## src/rtl/core_dispatcher.sv

```systemverilog
// Render-job dispatcher: pulses start to a set of shader cores, gathers their
// completions and raises a held interrupt on all-done or watchdog expiry.
//
// state  | meaning
// -------+-----------------------------------------------------------------
// IDLE   | no job; waiting for start with a non-empty core mask
// LAUNCH | one cycle; core_start pulses for the latched mask
// WAIT   | collecting core_done; watchdog counts down if enabled
// IRQ    | interrupt held (timed_out qualifies it) until irq_ack
module core_dispatcher #(
    parameter int CORE_NUM  = 4,
    parameter int TIMEOUT_W = 16
) (
    input  logic                 clk,
    input  logic                 reset_n,
    input  logic                 start,
    input  logic [CORE_NUM-1:0]  core_mask,
    input  logic [TIMEOUT_W-1:0] timeout_cycles,
    output logic [CORE_NUM-1:0]  core_start,
    input  logic [CORE_NUM-1:0]  core_done,
    output logic                 busy,
    output logic                 interrupt,
    input  logic                 irq_ack,
    output logic                 timed_out,
    output logic [CORE_NUM-1:0]  done_status
);

    typedef enum logic [1:0] {
        S_IDLE   = 2'd0,
        S_LAUNCH = 2'd1,
        S_WAIT   = 2'd2,
        S_IRQ    = 2'd3
    } state_t;

    state_t               state, state_nxt;
    logic [CORE_NUM-1:0]  mask_q, mask_nxt;
    logic [TIMEOUT_W-1:0] cnt_q, cnt_nxt;
    logic [CORE_NUM-1:0]  core_start_nxt;
    logic [CORE_NUM-1:0]  done_status_nxt;
    logic [CORE_NUM-1:0]  done_acc;
    logic                 busy_nxt;
    logic                 interrupt_nxt;
    logic                 timed_out_nxt;
    logic                 all_done;
    logic                 cnt_tc;

    always_ff @(posedge clk) begin
        if (!reset_n) begin
            state       <= S_IDLE;
            mask_q      <= '0;
            cnt_q       <= '0;
            core_start  <= '0;
            busy        <= 1'b0;
            interrupt   <= 1'b0;
            timed_out   <= 1'b0;
            done_status <= '0;
        end else begin
            state       <= state_nxt;
            mask_q      <= mask_nxt;
            cnt_q       <= cnt_nxt;
            core_start  <= core_start_nxt;
            busy        <= busy_nxt;
            interrupt   <= interrupt_nxt;
            timed_out   <= timed_out_nxt;
            done_status <= done_status_nxt;
        end
    end

    always_comb begin
        done_acc        = done_status | (core_done & mask_q);
        all_done        = (done_acc == mask_q);
        cnt_tc          = (cnt_q == TIMEOUT_W'(1));

        state_nxt       = state;
        mask_nxt        = mask_q;
        cnt_nxt         = cnt_q;
        core_start_nxt  = '0;
        busy_nxt        = busy;
        interrupt_nxt   = interrupt;
        timed_out_nxt   = timed_out;
        done_status_nxt = done_status;

        case (state)
            S_IDLE: begin
                // Registering the LAUNCH-cycle values here keeps every output a flop.
                if (start && (core_mask != '0)) begin
                    state_nxt       = S_LAUNCH;
                    mask_nxt        = core_mask;
                    cnt_nxt         = timeout_cycles;
                    core_start_nxt  = core_mask;
                    busy_nxt        = 1'b1;
                    done_status_nxt = '0;
                end
            end
            S_LAUNCH: begin
                state_nxt = S_WAIT;
            end
            S_WAIT: begin
                done_status_nxt = done_acc;
                // Completion outranks a watchdog hitting terminal count in the same cycle.
                if (all_done) begin
                    state_nxt     = S_IRQ;
                    interrupt_nxt = 1'b1;
                    timed_out_nxt = 1'b0;
                end else if (cnt_tc) begin
                    state_nxt     = S_IRQ;
                    interrupt_nxt = 1'b1;
                    timed_out_nxt = 1'b1;
                end else if (cnt_q != '0) begin
                    cnt_nxt = cnt_q - TIMEOUT_W'(1);
                end
            end
            S_IRQ: begin
                if (irq_ack) begin
                    state_nxt     = S_IDLE;
                    interrupt_nxt = 1'b0;
                    busy_nxt      = 1'b0;
                    timed_out_nxt = 1'b0;
                end
            end
            default: begin
                state_nxt = S_IDLE;
            end
        endcase
    end

endmodule
```

## config.mk

```make
export PLATFORM = sky130hd
export DESIGN_NAME = core_dispatcher
export DESIGN_NICKNAME = d
export VERILOG_FILES = /design/src/rtl/core_dispatcher.sv
export SDC_FILE = /design/constraint.sdc
export NUM_CORES = 1
export LEC_CHECK = 0
export CAP_MARGIN = 20
export CORE_MARGIN = 1.5
export CORE_UTILIZATION = 30
export DETAILED_ROUTE_END_ITERATION = 8
export PLACE_DENSITY = 0.54
export SYNTH_ARGS = -nofsm -noshare
export SYNTH_HDL_FRONTEND = slang
export SYNTH_SLANG_ARGS = --single-unit
export TNS_END_PERCENT = 30
```

## constraint.sdc

```tcl
create_clock -name clk -period 4.5 [get_ports clk]
set_clock_uncertainty 0.2 [all_clocks]
set_input_delay 0.675 -clock clk [delete_from_list [all_inputs] [get_ports clk]]
set_output_delay 0.675 -clock clk [all_outputs]
set_load 0.05 [all_outputs]
```

==> results by group <==
Run status
  – Outcome: finished, final reports clean

Global routing
  – First-pass GRT wire length: 9.501 mm
  – Total grt overflow: 0
  – Largest net degree at the start of global routing: 24
  – Number of global-route vias before repair: 1902
  – Total track usage: 16.82%
  – Initial antenna violation count: 0

Floorplanning
  – Initial Utilization: 30.94%
  – Die Ht: 83.69 microns
  – I/O pins: 39
  – Die ar.: 0.007003 sq mm
  – Die width: 83.69 microns
  – Core Region: 0.006314 sq mm
  – Site row count: 29

CTS
  – CTS root buffer: clkbuf_8
  – Cts repair resizes: 0
  – Post-CTS Setup Bufs: 0
  – Clk pin slew, worst setup/hold paths: 0.07 ns
  – TritonCTS Sinks: 33
  – H-Tree Level Count: 2
  – Skew-Pair Late Insertion Delay: 0.28 ns
  – Clock buffer depth: 2
  – # hold bufs at CTS: 0
  – Total CTS buffers: 5
  – CTS tree: built

STA
  – Count of final setup violators: 0
  – Normalized max-slew margin: 47.22%
  – Setup TNS: 0 ns
  – Final Hold Fails: 0
  – Fin. max-slew vios: 0
  – Slew of the pin with the lowest slew margin: 0.7881 ns
  – Fin crit share: 67.72%
  – RSZ-0062 raised after global routing: false
  – Fin crit period: 3.048 ns
  – WHS: 0.3025 ns
  – Achievable Freq: 0.3281 GHz

Worst setup path
  – Top Family by Delay on Critical Path: compound AO/OA/AOI/OAI gates
  – Critical Path AT: 3.04 ns
  – Crit-path max FO: 10
  – Worst setup path category: in -> reg
  – Crit. End Element: flop
  – Crit start category: primary input
  – Worst path buffer plus inverter count: 1
  – CP required: 4.49 ns
  – Slowest cell on crit path: o41ai_2
  – Largest incremental delay on the critical path: 0.72 ns
  – Critical Path, Cell by Cell: clkdlybuf4s50_1, o41ai_2, mux2_2, a31oi_1, and2_1, a221oi_2

Yosys
  – Syn Nets: 273
  – Ys flop type: dfxtp_1
  – Synth cell types: 48
  – Post-Syn Instances: 240
  – Asr flop ratio synth: 0%
  – Simple-Gate Fraction of Synth Area: 29.60%
  – Yosys reg bits: 33
  – Post-synthesis xor/xnor area fraction: 0%
  – Sequential cell area fraction in the yosys report: 33.82%
  – Synth Cell Area: 0.001953 sq mm
  – Post-synthesis mux area share: 3.652%
  – Number of synthesis warnings: 0
  – Post-Synthesis Mean Instance Area: 8.138 sq um
  – Number of synthesized flops with an enable pin: 0
  – Post-synthesis adder-cell area fraction: 3.203%
  – Compound-Gate Fraction of Synth Area: 24.73%
  – Main combinational cell family by area after synthesis: simple AND/OR/NAND/NOR gates

Drt
  – Vias per std cell: 5.574
  – TritonRoute pass-1 iters: 4
  – Routed wire length: 5.629 mm
  – ANT nets after route: 0
  – DR WL/cell: 15.99 microns
  – Initial DRC count: 104
  – DR vias: 1962
  – DRC: 0

Layout
  – # nets final: 307
  – Antenna diodes: 0
  – Layout cells sized above 1: 7.636%
  – Final cell area excluding filler cells: 0.002479 sq mm
  – Layout area overhead: 26.91%

Power
  – Power per Cell Area: 625.1 mW/mm^2
  – Sequential power share: 29.8%
  – Lkg Pwr: 0.9008 nW
  – Worst vdd ir: 257.1 uV
  – Sw Pwr: 0.0007481 W
  – Combinational share of power: 56.1%
  – Sw Ratio: 48.28%
  – Int Power: 0.0008014 W
  – Clock share of power: 14.1%

Place
  – DP Area: 0.002396 sq mm
  – HPWL after detailed placement: 4.072 mm
  – I/O Buffers: 38
  – RePlAce Congestion: 0.8098

Run
  – Max-Cap Viols: 0

Min path
  – Min-Delay Path Class: reg -> reg
-- worst min-delay path: stages (launching register included) --
cell     delay [ns]
dfxtp_1        0.33
nand3_1        0.07
o41ai_1        0.06
-- cells in the mapped netlist, types with 2 or more instances --
cell type,n,area [sq um]
nor2b_1,4,25.02
o211ai_1,2,15.01
a32o_1,5,50.05
or4_1,3,22.52
nor3_1,8,40.04
o21ai_0,5,25.02
nor4_1,10,62.56
nor4_4,2,42.54
clkbuf_1,11,41.29
ha_1,5,62.56
and3_1,6,37.54
a21oi_1,13,65.06
o31ai_1,5,37.54
a32oi_1,4,35.03
dfxtp_1,33,660.6
buf_2,3,15.01
o41ai_1,2,17.52
or3_1,4,25.02
nand2b_1,2,12.51
nand2_1,19,71.32
a31oi_1,6,37.54
o32ai_1,2,17.52
mux2i_1,6,60.06
and2_1,3,18.77
o22ai_1,4,25.02
a22oi_1,5,37.54
nor2_1,22,82.58
nand3_1,15,75.07
inv_1,11,41.29
or4_4,2,22.52
-- cell type report --
| class | instances | area [sq um] |
|---|---|---|
| repair buffers | 41 | 402.9 |
| inverters | 11 | 41.29 |
| clock inverters | 2 | 10.01 |
| clock buffers | 6 | 72.57 |
| fillers | 693 | 3835 |
| well taps | 77 | 96.34 |
| multi-input cells | 182 | 1195 |
| flip-flops and latches | 33 | 660.6 |
-- registers in the layout, indices dropped and copies added, names as in the netlist --
signal and flops:
cnt_q 16, core_start 4, done_status 4, mask_q 4, state 2, busy 1
interrupt 1, timed_out 1
-- logic make-up after synthesis --
logic type	count (synthesis)
simple gates	105
compound gates	65
flops	33
buf+inv	25
mux	7
fa+ha+maj	5
-- final timing paths --
kind / start / endpoint / slack [ns] / cells after the start
hold / removal: interrupt / interrupt / 0.30 / 2
setup / recovery: core_mask[0] / cnt_q[10] / 1.45 / 6
setup reg to reg: state[0] / cnt_q[8] / 1.75 / 8
hold reg to reg: interrupt / interrupt / 0.30 / 2
-- routing by layer --
metal / global-route usage (%) / part of all wire, %
met5: 0 / 0
met4: 5.365 / 1.0
met3: 3.066 / 4.0
met2: 26.76 / 46
met1: 23.07 / 49
-- power by group through the flow --
stage          logic [W]  registers, W  clock network (W)
2_1_floorplan   0.000631      0.000472                  0
5_1_grt         0.000967      0.000476           0.000238
3_5_place_dp    0.000862      0.000466                  0
3_3_place_gp    0.000868      0.000464                  0
6_report        0.000869      0.000462           0.000219
4_1_cts         0.000865      0.000460           0.000224
-- layout by cell type, fill, tap and decap left out, types with 5 or more instances in the layout --
cell type / count
a21oi_1: 13
clkbuf_8: 5
mux2i_1: 6
a32o_1: 5
and3_1: 6
nor2_1: 22
nor4_1: 10
clkdlybuf4s50_1: 38
dfxtp_1: 33
nand2_1: 19
a31oi_1: 6
nor3_1: 8
a22oi_1: 5
o31ai_1: 5
inv_1: 11
nand3_1: 15
o21ai_0: 5
ha_1: 5
-- stage by stage --
step	power (W)	utilization (%)	setup slack (ns)	instances
floorplan	0.001103	-	2.030	240
global placement	0.001332	37.95	1.272	344
detailed placement	0.001328	37.95	1.182	344
CTS	0.001549	39.26	1.478	352
global route	0.001681	39.26	1.354	352
finish	0.001549	39.26	1.452	352
No activity file was read; power rests on OpenSTA's default activity.
